<file path="src/rtl/hazard_scoreboard_unit.sv">
// hazard_scoreboard_unit
//   Hazard/forwarding controller for the 5-stage RV32 core. It tracks one
//   multi-cycle unit (mul/div) issued from EXE through a per-register pending
//   scoreboard and a latency countdown. It stalls on load-use, scoreboard RAW,
//   WAW and structural hazards, or on every RAW when forwarding is disabled. It
//   also counts stall cycles and drives the EXE operand-mux selects.
// Ports
//   clk, rst_n                     clock, asynchronous active-low reset
//   Branch_ID                      taken branch/jump resolved in ID
//   rs1use_ID, rs2use_ID           ID instruction reads rs1/rs2
//   rs1_ID, rs2_ID, rd_ID          ID register indices
//   RegWrite_ID, mc_op_ID          ID writes rd / ID is a multi-cycle op
//   rd_EXE, rs2_EXE                EXE destination / store-data source
//   RegWrite_EXE, DatatoReg_EXE, mem_w_EXE   EXE writes rd / is load / is store
//   rd_MEM, RegWrite_MEM, DatatoReg_MEM      MEM destination / writes rd / is load
//   PC_EN_IF .. reg_MW_EN          pipeline enables, stalls and flushes
//   forward_ctrl_A/B               00 regfile, 01 EXE ALU, 10 MEM ALU, 11 MEM load
//   forward_ctrl_ls                store data in EXE taken from MEM load data
//   mc_busy, mc_wb_valid, mc_rd    multi-cycle unit status
//   stall_count                    saturating stall-cycle counter
module hazard_scoreboard_unit #(
    parameter int unsigned NREG    = 32,
    parameter int unsigned RW      = 5,
    parameter int unsigned MC_LAT  = 4,
    parameter int unsigned FORWARD = 1,
    parameter int unsigned CNT_W   = 16
) (
    input  logic             clk,
    input  logic             rst_n,
    input  logic             Branch_ID,
    input  logic             rs1use_ID,
    input  logic             rs2use_ID,
    input  logic [RW-1:0]    rs1_ID,
    input  logic [RW-1:0]    rs2_ID,
    input  logic [RW-1:0]    rd_ID,
    input  logic             RegWrite_ID,
    input  logic             mc_op_ID,
    input  logic [RW-1:0]    rd_EXE,
    input  logic [RW-1:0]    rs2_EXE,
    input  logic             RegWrite_EXE,
    input  logic             DatatoReg_EXE,
    input  logic             mem_w_EXE,
    input  logic [RW-1:0]    rd_MEM,
    input  logic             RegWrite_MEM,
    input  logic             DatatoReg_MEM,
    output logic             PC_EN_IF,
    output logic             reg_FD_EN,
    output logic             reg_FD_stall,
    output logic             reg_FD_flush,
    output logic             reg_DE_EN,
    output logic             reg_DE_flush,
    output logic             reg_EM_EN,
    output logic             reg_EM_flush,
    output logic             reg_MW_EN,
    output logic [1:0]       forward_ctrl_A,
    output logic [1:0]       forward_ctrl_B,
    output logic             forward_ctrl_ls,
    output logic             mc_busy,
    output logic             mc_wb_valid,
    output logic [RW-1:0]    mc_rd,
    output logic [CNT_W-1:0] stall_count
);

    localparam int unsigned CW = $clog2(MC_LAT + 1);
    localparam logic [CW-1:0] CntLoad = CW'(MC_LAT);
    localparam logic [CW-1:0] CntOne  = CW'(1);

    logic [NREG-1:0]  pending_q, pending_d;
    logic [CW-1:0]    cnt_q, cnt_d;
    logic [RW-1:0]    mc_rd_q, mc_rd_d;
    logic [CNT_W-1:0] stall_count_q, stall_count_d;

    logic rd_a, rd_b;
    logic ex_a, ex_b, mem_a, mem_b;
    logic load_use, raw_nofwd, raw_pending, waw, struct_haz, stall, issue;

    // x0 is never a real source, so it can neither hazard nor forward.
    assign rd_a  = rs1use_ID & (rs1_ID != '0);
    assign rd_b  = rs2use_ID & (rs2_ID != '0);
    assign ex_a  = RegWrite_EXE & (rd_EXE == rs1_ID);
    assign ex_b  = RegWrite_EXE & (rd_EXE == rs2_ID);
    assign mem_a = RegWrite_MEM & (rd_MEM == rs1_ID);
    assign mem_b = RegWrite_MEM & (rd_MEM == rs2_ID);

    assign load_use    = DatatoReg_EXE & ((rd_a & ex_a) | (rd_b & ex_b));
    assign raw_nofwd   = (FORWARD == 0) &&
                         ((rd_a && (ex_a || mem_a)) || (rd_b && (ex_b || mem_b)));
    assign raw_pending = (rd_a & pending_q[rs1_ID]) | (rd_b & pending_q[rs2_ID]);
    assign waw         = RegWrite_ID & (rd_ID != '0) & pending_q[rd_ID];
    // The unit can accept a new op in its write-back cycle (cnt == 1).
    assign struct_haz  = mc_op_ID & (cnt_q > CntOne);
    assign stall       = load_use | raw_nofwd | raw_pending | waw | struct_haz;
    assign issue       = mc_op_ID & ~stall;

    assign PC_EN_IF     = ~stall;
    assign reg_FD_stall = stall;
    assign reg_DE_flush = stall;
    assign reg_FD_flush = ~stall & Branch_ID;
    assign reg_FD_EN    = 1'b1;
    assign reg_DE_EN    = 1'b1;
    assign reg_EM_EN    = 1'b1;
    assign reg_MW_EN    = 1'b1;
    assign reg_EM_flush = 1'b0;

    assign forward_ctrl_ls = mem_w_EXE & RegWrite_MEM & DatatoReg_MEM &
                             (rs2_EXE != '0) & (rd_MEM == rs2_EXE);

    // EXE result is younger than MEM, so it wins.
    always_comb begin
        forward_ctrl_A = 2'b00;
        forward_ctrl_B = 2'b00;
        if (FORWARD != 0) begin
            if (rd_a) begin
                if (ex_a)       forward_ctrl_A = 2'b01;
                else if (mem_a) forward_ctrl_A = DatatoReg_MEM ? 2'b11 : 2'b10;
            end
            if (rd_b) begin
                if (ex_b)       forward_ctrl_B = 2'b01;
                else if (mem_b) forward_ctrl_B = DatatoReg_MEM ? 2'b11 : 2'b10;
            end
        end
    end

    assign mc_busy     = (cnt_q != '0);
    assign mc_wb_valid = (cnt_q == CntOne);
    assign mc_rd       = mc_rd_q;
    assign stall_count = stall_count_q;

    always_comb begin
        cnt_d         = cnt_q;
        pending_d     = pending_q;
        mc_rd_d       = mc_rd_q;
        stall_count_d = stall_count_q;
        if (cnt_q != '0) cnt_d = cnt_q - CntOne;
        if (cnt_q == CntOne) pending_d[mc_rd_q] = 1'b0;
        // A new issue is applied after the write-back clear so it wins on the same rd.
        if (issue) begin
            cnt_d   = CntLoad;
            mc_rd_d = rd_ID;
            if (RegWrite_ID && (rd_ID != '0)) pending_d[rd_ID] = 1'b1;
        end
        if (stall && (stall_count_q != '1)) stall_count_d = stall_count_q + 1'b1;
    end

    always_ff @(posedge clk or negedge rst_n) begin
        if (!rst_n) begin
            pending_q     <= '0;
            cnt_q         <= '0;
            mc_rd_q       <= '0;
            stall_count_q <= '0;
        end else begin
            pending_q     <= pending_d;
            cnt_q         <= cnt_d;
            mc_rd_q       <= mc_rd_d;
            stall_count_q <= stall_count_d;
        end
    end

endmodule
</file>
<file path="config.mk">
export PLATFORM = sky130hd
export DESIGN_NAME = hazard_scoreboard_unit
export DESIGN_NICKNAME = d
export VERILOG_FILES = /design/src/rtl/hazard_scoreboard_unit.sv
export SDC_FILE = /design/constraint.sdc
export NUM_CORES = 1
export LEC_CHECK = 0
export CAP_MARGIN = 20
export CORE_ASPECT_RATIO = 1.2
export CORE_MARGIN = 2
export CORE_UTILIZATION = 45
export DETAILED_ROUTE_END_ITERATION = 16
export PLACE_DENSITY_LB_ADDON = 0.12
export SLEW_MARGIN = 10
export SYNTH_ARGS = -nofsm -noshare
export SYNTH_HDL_FRONTEND = slang
export SYNTH_SLANG_ARGS = --single-unit
</file>
<file path="constraint.sdc">
create_clock -name clk -period 3.6 [get_ports clk]
set_input_delay 0.54 -clock clk [delete_from_list [all_inputs] [get_ports clk]]
set_output_delay 0.54 -clock clk [all_outputs]
set_load 0.1 [all_outputs]
</file>
==> results of run 1 <==
## cell usage after synthesis (5+ instances only)
cell,number
a211oi_1,9
a21oi_1,6
and3_1,8
buf_2,7
buf_4,9
buf_6,5
clkbuf_1,12
dfrtp_1,56
inv_1,5
mux2_2,12
mux2i_1,20
mux4_2,15
nand2_1,29
nand3_1,15
nand3b_1,7
nand4_1,7
nand4b_1,5
nor2_1,15
nor2b_1,7
nor3_1,5
o21ai_0,51
o31ai_1,11
xnor2_1,14
xor2_1,20
## power groups by stage
stage | logic [mW] | registers [mW] | clock network, mW
2_1_floorplan | 0.901 | 1.55 | 0
3_3_place_gp | 1.82 | 1.14 | 0
3_5_place_dp | 1.85 | 1.15 | 0
4_1_cts | 1.86 | 1.14 | 0.372
5_1_grt | 1.99 | 1.18 | 0.402
6_report | 1.87 | 1.15 | 0.361
## final cells by class
| class | count | area [um^2] | area share [%] |
|---|---|---|---|
| Inverter | 5 | 22.5 | 0.434 |
| Tap cell | 120 | 150 | 2.90 |
| Sequential cell | 56 | 1400 | 27.0 |
| Clock inverter | 3 | 21.3 | 0.410 |
| Multi-Input combinational cell | 318 | 2460 | 47.5 |
| Clock buffer | 5 | 68.8 | 1.33 |
| Timing Repair Buffer | 101 | 1060 | 20.4 |
## kinds of logic after synthesis
| kind of cell | count (synthesis) | share of synthesized area (%) |
|---|---|---|
| mux | 47 | 16.6 |
| other cells | 2 | 0.185 |
| simple gates | 124 | 18.0 |
| flops | 56 | 34.5 |
| fa+ha+maj | 4 | 1.23 |
| xor+xnor | 34 | 7.33 |
| buf+inv | 41 | 5.79 |
| compound gates | 104 | 16.4 |
## worst min-delay path by stage
stage / startpoint / endpoint / slack, ps
2_1_floorplan: rst_n / cnt_q[0]$_DFFE_PN0P_ / 240
3_3_place_gp: stall_count[8]$_DFFE_PN0P_ / stall_count[8]$_DFFE_PN0P_ / 490
3_5_place_dp: stall_count[8]$_DFFE_PN0P_ / stall_count[8]$_DFFE_PN0P_ / 490
4_1_cts: rst_n / pending_q[31]$_DFF_PN0_ / 220
5_1_grt: rst_n / pending_q[31]$_DFF_PN0_ / 230
6_report: rst_n / pending_q[0]$_DFF_PN0_ / 220
## state kept, by name, indices dropped and copies added, names as in the netlist
register / flops
mc_rd: 5
pending_q: 32
cnt_q: 3
stall_count: 16
## metal layers
layer	GRT usage [%]	vias up	share of wire (%)
met5	0	-	0
met4	11.2	0	3.2
met3	4.95	31	6.6
met2	43.2	159	49
met1	33.3	1865	41
li1	-	1682	-
## worst reg2reg max path, delay by kind of cell (launching register included)
| kind | cells | cell delay (ps) |
|---|---|---|
| multiplexers | 2 | 850 |
| AND/OR/NAND/NOR | 3 | 580 |
| flip-flops | 1 | 490 |
| buffers and inverters | 2 | 370 |
| AO/OA/AOI/OAI | 2 | 350 |
## what timing repair did
| action | 4_1_cts | 5_1_grt |
|---|---|---|
| endpoints found under the setup margin | 0 | 4 |
| setup buffers | 0 | 3 |
| gates resized for setup | 0 | 5 |
## through the flow
step           hold slack [ps]  setup TNS (ps)  setup WS [ps]  area (um^2)
6_report                   221               0            134         5180
2_1_floorplan              244            -165           -165         4110
4_1_cts                    217               0           15.3         5120
5_1_grt                    228            -115          -51.9         5180
3_5_place_dp               488               0           32.6         5030
3_3_place_gp               487               0           66.9         5030
==> flow_metrics.env, run 1 <==
export IMPL_worstMarginPinSlew_ps=977
export IMPL_critPathKind="in2out"
export IMPL_yosys_warnings=0
export IMPL_std_cell_rows=38
export IMPL_via_per_inst=6.15
export IMPL_cts_path_max_buffers=2
export IMPL_hpwl_mm=8.93
export IMPL_ys_types=56
export IMPL_cts_max_level=2
export IMPL_synth_seq_cells=56
export IMPL_slowest_stage="clkdlybuf4s50_1"
export IMPL_leakage_nw=2.00
export IMPL_initial_core_util_pct=45.7
export IMPL_core_area_um2=8890
export IMPL_drc=0
export IMPL_crit_start="rd_ID[3]"
export IMPL_ys_flop_type="dfrtp_1"
export IMPL_p_comb_share_pct=55.3
export IMPL_setup_viol=0
export IMPL_synth_top_area_cell="dfrtp_1"
export IMPL_drt_iter0_drc=242
export IMPL_cts_tree="built"
export IMPL_area_growth_pct=27.5
export IMPL_syn_area_per_cell_um2=9.87
export IMPL_worstPathArrival_ps=2930
export IMPL_n_antenna_cell=0
export IMPL_grt_max_degree=27
export IMPL_final_setup_skew_ps=11.3
export IMPL_finalHoldViolCount=0
export IMPL_drive_gt1_share_pct=18.2
export IMPL_io_pins=79
export IMPL_sw_frac_of_total_pct=52.0
export IMPL_cts_hold_buf=0
export IMPL_clock_fmax_mhz=289
export IMPL_antenna_found_initial=0
export IMPL_netlist_instances=412
export IMPL_layout_min_cycle_time_ps=3470
export IMPL_clock_latency_ps=330
export IMPL_place_inst=596
export IMPL_layout_common_cells="clkdlybuf4s50_1 (59), dfrtp_1 (56), o21ai_0 (50), nand2_1 (29), buf_4 (28)"
export IMPL_postRouteWirelength_mm=12.3
export IMPL_synth_edf_count=0
export IMPL_cp_depth=9
export IMPL_die_x_um=90.8
export IMPL_clk_pin_slew_ps=100
export IMPL_numClockSinks=56
export IMPL_max_stage_delay_ps=600
export IMPL_synth_area_leaders="dfrtp_1 (34%), mux4_2 (8.3%), o21ai_0 (6.3%)"
export IMPL_fin_nets=533
export IMPL_drv_cap=0
export IMPL_cp_end_kind="primary output"
export IMPL_startpoint_type="input port"
export IMPL_grt_pass1_vias=3761
export IMPL_place_congestion=0.986
export IMPL_dieArea_um2=9810
export IMPL_numPortBuffers=73
export IMPL_hold_path_class="in2async"
export IMPL_synth_top_area_share_pct=34.5
export IMPL_r2r_cells=9
export IMPL_cts_root_buffer="clkbuf_8"
export IMPL_outcome="completed"
export IMPL_clkPwrFrac_pct=10.7
export IMPL_p_total_mw=3.38
export IMPL_wire_per_inst_um=20.3
export IMPL_vdd_drop_max_uv=524
export IMPL_crit_fanout=9
export IMPL_power_density_nw_per_um2=653
export IMPL_grt_pass1_wl_mm=20.1
export IMPL_slew_viol_final=0
export IMPL_cp_endpoint="reg_FD_stall"
export IMPL_dieHeight_um=108
export IMPL_maxSlewHeadroom_pct=34.7
export IMPL_power_switching_mw=1.76
export IMPL_period_share_pct=96.3
export IMPL_reg2reg_to="mc_rd[2]$_DFFE_PN0P_"
export IMPL_first_pass_iters=5
export IMPL_synth_area_um2=4070
export IMPL_gr_usage_all_layers_pct=26.0
export IMPL_worstPathCellList="clkdlybuf4s50_1 > or4bb_1 > o22ai_1 > or4_4 > nor4_4 > a2bb2oi_2 > and2_4 > clkinvlp_4 > buf_12"
export IMPL_vias=3737
export IMPL_reg2reg_slack_ps=860
export IMPL_synthArstFlopShare_pct=100
export IMPL_grt_ovfl_total=0
export IMPL_layout_cells_most_common="clkdlybuf4s50_1"
export IMPL_fin_util_pct=58.3
export IMPL_cp_required_ps=3060
export IMPL_timing_rr_start="pending_q[12]$_DFF_PN0_"
export IMPL_numCtsBuffers=5
export IMPL_n_fill_cell=804
export IMPL_p_int_mw=1.62
export IMPL_synth_seq_area_share_pct=34.5
export IMPL_stdcell_count=608
export IMPL_cp_num_buf_inv=3
export IMPL_p_seq_share_pct=34.0
export IMPL_cp_top_family="simple AND/OR/NAND/NOR gates"
export IMPL_drtAntennaViolNets=0
Power figures use the tool's default switching activity.
==> run 2, diff against run 1 <==
==> constraint.sdc (replaced) <==
create_clock -name clk -period 4.45 [get_ports clk]
set_input_delay 0.6675 -clock clk [delete_from_list [all_inputs] [get_ports clk]]
set_output_delay 0.6675 -clock clk [all_outputs]
set_load 0.1 [all_outputs]
==> run 2 against run 1 <==
Net effect:
- routed wire length down 7.7%
- global-route usage down 2.3 points
- sequential share of layout area up 1.2 points
- sequential power down 21%
- critical endpoint is now reg_DE_flush
==> flow_metrics.env, run 2 (synthesis results as in run 1) <==
export IMPL_hold_path_class="in2async"
export IMPL_fin_setup_tns_ps=0
export IMPL_postRouteWirelength_mm=11.4
export IMPL_drc=0
export IMPL_cts_root_buffer="clkbuf_8"
export IMPL_cts_setup_buffers=0
export IMPL_clock_latency_ps=320
export IMPL_leakage_nw=1.89
export IMPL_critPathKind="in2out"
export IMPL_rsz0062_at_grt="false"
export IMPL_fin_util_pct=55.9
export IMPL_std_cell_rows=38
export IMPL_initial_core_util_pct=45.7
export IMPL_setup_viol=0
export IMPL_startpoint_type="input port"
export IMPL_p_comb_share_pct=55.2
export IMPL_largest_reg_flops=32
export IMPL_finalHoldViolCount=0
export IMPL_first_pass_iters=4
export IMPL_die_x_um=90.8
export IMPL_p_int_mw=1.30
export IMPL_wire_per_inst_um=19.2
export IMPL_clock_fmax_mhz=241
export IMPL_cts_resized_gates=0
export IMPL_final_cell_area_um2=4970
export IMPL_area_growth_pct=22.3
export IMPL_grt_pass1_wl_mm=18.2
export IMPL_layout_common_cells="clkdlybuf4s50_1 (63), dfrtp_1 (56), o21ai_0 (51), nand2_1 (29)"
export IMPL_p_seq_share_pct=33.9
export IMPL_layout_cells_most_common="clkdlybuf4s50_1"
export IMPL_worstMarginPinSlew_ps=981
export IMPL_grt_max_degree=57
export IMPL_max_flop_register="pending_q"
export IMPL_drt_iter0_drc=252
export IMPL_antenna_found_initial=0
export IMPL_sw_frac_of_total_pct=51.5
export IMPL_numPortBuffers=73
export IMPL_drive_gt1_share_pct=15.0
export IMPL_n_antenna_cell=0
export IMPL_placed_area_um2=4880
export IMPL_vias=3574
export IMPL_cts_tree="built"
export IMPL_vdd_drop_max_uv=513
export IMPL_numCtsBuffers=5
export IMPL_cts_max_level=2
export IMPL_via_per_inst=6.02
export IMPL_outcome="completed"
export IMPL_cp_end_kind="primary output"
export IMPL_gr_usage_all_layers_pct=23.7
export IMPL_final_setup_skew_ps=7.70
export IMPL_power_switching_mw=1.38
export IMPL_numClockSinks=56
export IMPL_fin_nets=519
export IMPL_drv_cap=0
export IMPL_clkPwrFrac_pct=10.9
export IMPL_core_area_um2=8890
export IMPL_dieHeight_um=108
export IMPL_grt_pass1_vias=3554
export IMPL_crit_fanout=8
export IMPL_grt_ovfl_total=0
export IMPL_dieArea_um2=9810
export IMPL_layout_min_cycle_time_ps=4150
export IMPL_p_total_mw=2.69
export IMPL_maxSlewHeadroom_pct=34.4
export IMPL_cts_hold_buf=0
export IMPL_place_congestion=0.890
export IMPL_power_density_nw_per_um2=540
export IMPL_clk_pin_slew_ps=100
export IMPL_io_pins=79
export IMPL_hpwl_mm=8.32
export IMPL_slew_viol_final=0
export IMPL_r2r_cells=7
export IMPL_drtAntennaViolNets=0
export IMPL_cts_path_max_buffers=2
export IMPL_worstPathArrival_ps=3490
export IMPL_period_share_pct=93.4
export IMPL_cp_required_ps=3780
[run 2: path summary, 6_finish.rpt]
check                                            start                     endpoint  slack, ps
setup / recovery                             rs2_ID[0]                 reg_DE_flush        300
hold / removal                                   rst_n       pending_q[0]$_DFF_PN0_        470
setup reg to reg                pending_q[7]$_DFF_PN0_   stall_count[1]$_DFFE_PN0P_       1770
hold reg to reg            stall_count[10]$_DFFE_PN0P_  stall_count[10]$_DFFE_PN0P_        500
max in group asynchronous                        rst_n   stall_count[5]$_DFFE_PN0P_       3510
min in group clk           stall_count[10]$_DFFE_PN0P_  stall_count[10]$_DFFE_PN0P_        500
[run 2: critical path, cell delays in order]
cell and delay [ps]:
clkdlybuf4s50_1 790, mux4_2 560, a22oi_1 160, nand4_1 170, nor4b_4 540, and2_2 300
inv_1 120, buf_12 180
[run 2: metal layers]
| layer | part of all wire [%] | track usage [%] |
|---|---|---|
| met4 | 2.6 | 10.3 |
| met3 | 6.1 | 4.88 |
| met5 | 0 | 0 |
| met1 | 44 | 31.4 |
| met2 | 48 | 37.9 |
[run 2: layout make-up]
type,instances,area (um^2)
Tap cell,120,150
Sequential cell,56,1400
Multi-Input combinational cell,318,2450
Inverter,5,18.8
Timing Repair Buffer,87,858
Fill cell,807,3920
Clock inverter,2,10.0
Clock buffer,6,82.6
[run 2: per-stage QoR]
stage | worst slack (ps) | hold slack (ps) | cells
2_1_floorplan | 135 | 372 | 415
3_3_place_gp | 334 | 478 | 586
3_5_place_dp | 251 | 482 | 586
4_1_cts | 267 | 497 | 594
5_1_grt | 82.1 | 526 | 594
6_report | 295 | 474 | 594
[run 2: power groups by stage]
stage	sequential, mW	combinational (mW)	clock [mW]
3_3_place_gp	0.908	1.46	0
6_report	0.909	1.48	0.293
2_1_floorplan	1.26	0.713	0
4_1_cts	0.898	1.49	0.301
5_1_grt	0.937	1.58	0.325
3_5_place_dp	0.908	1.48	0
==> run 3, diff against run 2 <==
--- a/config.mk
+++ b/config.mk
@@ -9,6 +9,7 @@
 export CORE_ASPECT_RATIO = 1.2
 export CORE_MARGIN = 2
 export CORE_UTILIZATION = 45
+export CTS_CLUSTER_DIAMETER = 80
 export DETAILED_ROUTE_END_ITERATION = 16
 export PLACE_DENSITY_LB_ADDON = 0.12
 export SLEW_MARGIN = 10
==> constraint.sdc (replaced) <==
create_clock -name clk -period 4.45 [get_ports clk]
set_input_delay 0.89 -clock clk [delete_from_list [all_inputs] [get_ports clk]]
set_output_delay 0.89 -clock clk [all_outputs]
set_load 0.1 [all_outputs]
==> run 3 against run 2 <==
Net effect:
- via count increased by 3.3%
- fmax decreased by 3.6%
- routed wire length increased by 5.5%
- count of clock-buffer cells in the layout unchanged
- clock skew increased by 4.3 ps
- critical path type unchanged
- largest power group unchanged
==> flow_metrics.env, run 3 (synthesis results as in run 1) <==
export IMPL_dr_wl_met2_mm=5.90
export IMPL_leakage_nw=1.90
export IMPL_outcome="completed"
export IMPL_area_growth_pct=24.3
export IMPL_via_per_inst=6.21
export IMPL_core_area_um2=8890
export IMPL_worstPathArrival_ps=3420
export IMPL_io_pins=79
export IMPL_slew_viol_final=0
export IMPL_first_pass_iters=5
export IMPL_std_cell_rows=38
export IMPL_max_flop_register="pending_q"
export IMPL_layout_cells_most_common="clkdlybuf4s50_1"
export IMPL_drtAntennaViolNets=0
export IMPL_worstMarginPinSlew_ps=985
export IMPL_rsz0062_at_grt="false"
export IMPL_grt_max_degree=43
export IMPL_crit_fanout=12
export IMPL_gr_usage_all_layers_pct=24.8
export IMPL_largest_reg_flops=32
export IMPL_finalHoldViolCount=0
export IMPL_cp_end_kind="primary output"
export IMPL_hpwl_mm=8.77
export IMPL_critPathKind="in2out"
export IMPL_cts_resized_gates=0
export IMPL_cts_setup_buffers=0
export IMPL_place_congestion=0.932
export IMPL_drt_iter0_drc=215
export IMPL_clock_fmax_mhz=232
export IMPL_layout_common_cells="clkdlybuf4s50_1 (63), dfrtp_1 (56), o21ai_0 (51), nand2_1 (29)"
export IMPL_stdcell_count=595
export IMPL_place_inst=587
export IMPL_top_layer_used="met4"
export IMPL_cp_required_ps=3560
export IMPL_initial_core_util_pct=45.7
export IMPL_cts_max_level=2
export IMPL_setup_viol=0
export IMPL_cts_tree="built"
export IMPL_cts_hold_buf=0
export IMPL_cts_path_max_buffers=2
export IMPL_dieArea_um2=9810
export IMPL_drc=0
export IMPL_clock_latency_ps=330
export IMPL_grt_ovfl_total=0
export IMPL_final_setup_skew_ps=12.0
export IMPL_vias=3693
export IMPL_period_share_pct=96.9
export IMPL_startpoint_type="input port"
export IMPL_layout_min_cycle_time_ps=4310
export IMPL_die_x_um=90.8
export IMPL_dieHeight_um=108
export IMPL_postRouteWirelength_mm=12.0
export IMPL_grt_pass1_wl_mm=19.1
export IMPL_vdd_drop_max_uv=399
export IMPL_numClockSinks=56
export IMPL_fin_hold_ws_ps=501
export IMPL_cts_root_buffer="clkbuf_8"
export IMPL_met3_length_um=803
export IMPL_antenna_found_initial=0
export IMPL_drv_cap=0
export IMPL_power_density_nw_per_um2=535
export IMPL_maxSlewHeadroom_pct=34.3
export IMPL_wl_met1_mm=4.98
export IMPL_fin_nets=520
export IMPL_n_antenna_cell=0
export IMPL_grt_pass1_vias=3597
export IMPL_wire_per_inst_um=20.2
export IMPL_drive_gt1_share_pct=15.2
export IMPL_hold_path_class="reg2reg"
export IMPL_clk_pin_slew_ps=100
export IMPL_numPortBuffers=73
export IMPL_numCtsBuffers=5
-- run 3: layer usage --
metal	GRT usage, %	vias up
li1	-	1660
met1	31.2	1845
met2	42.3	160
met3	4.53	28
met4	10.2	0
met5	0	-
-- run 3: power breakdown --
group,switching [mW],internal (mW)
sequential,0.244,0.679
clock,0.179,0.113
combinational,0.984,0.506
total,1.41,1.30
-- run 3: worst max-delay path, stage by stage --
cell and delay, ps:
clkdlybuf4s50_1 810, mux2i_1 150, a2111oi_0 610, a21oi_1 80, o22ai_1 300, nor4b_4 100, and2_4 180, clkinvlp_4 110
buf_12 180
-- run 3: path summary, 6_finish.rpt --
kind,from,depth (start not counted),endpoint,slack (ps)
setup / recovery,rs1_ID[1],9,reg_DE_flush,140
hold reg to reg,stall_count[8]$_DFFE_PN0P_,1,stall_count[8]$_DFFE_PN0P_,500
hold / removal,stall_count[8]$_DFFE_PN0P_,1,stall_count[8]$_DFFE_PN0P_,500
max in group asynchronous,rst_n,2,stall_count[9]$_DFFE_PN0P_,2950
min in group asynchronous,rst_n,1,pending_q[22]$_DFF_PN0_,700
setup reg to reg,pending_q[31]$_DFF_PN0_,7,pending_q[13]$_DFF_PN0_,1300
-- run 3: cell type report --
cell class              instances  area (um^2)
fillers                       811         3840
multi-input cells             318         2450
flip-flops and latches         56         1400
repair buffers                 88          941
well taps                     120          150
clock buffers                   6         72.6
inverters                       5         22.5
clock inverters                 2         16.3
-- run 3: stage by stage --
| step | cell area, um^2 | utilization (%) | setup TNS [ps] | setup slack, ps | power [mW] |
|---|---|---|---|---|---|
| floorplan | 4110 | - | -14.8 | -14.8 | 1.99 |
| global placement | 4970 | 55.9 | 0 | 156 | 2.38 |
| detailed placement | 4970 | 55.9 | 0 | 128 | 2.41 |
| CTS | 5050 | 56.9 | 0 | 110 | 2.70 |
| global route | 5050 | 56.9 | 0 | 45.4 | 2.84 |
| finish | 5050 | 56.9 | 0 | 138 | 2.70 |
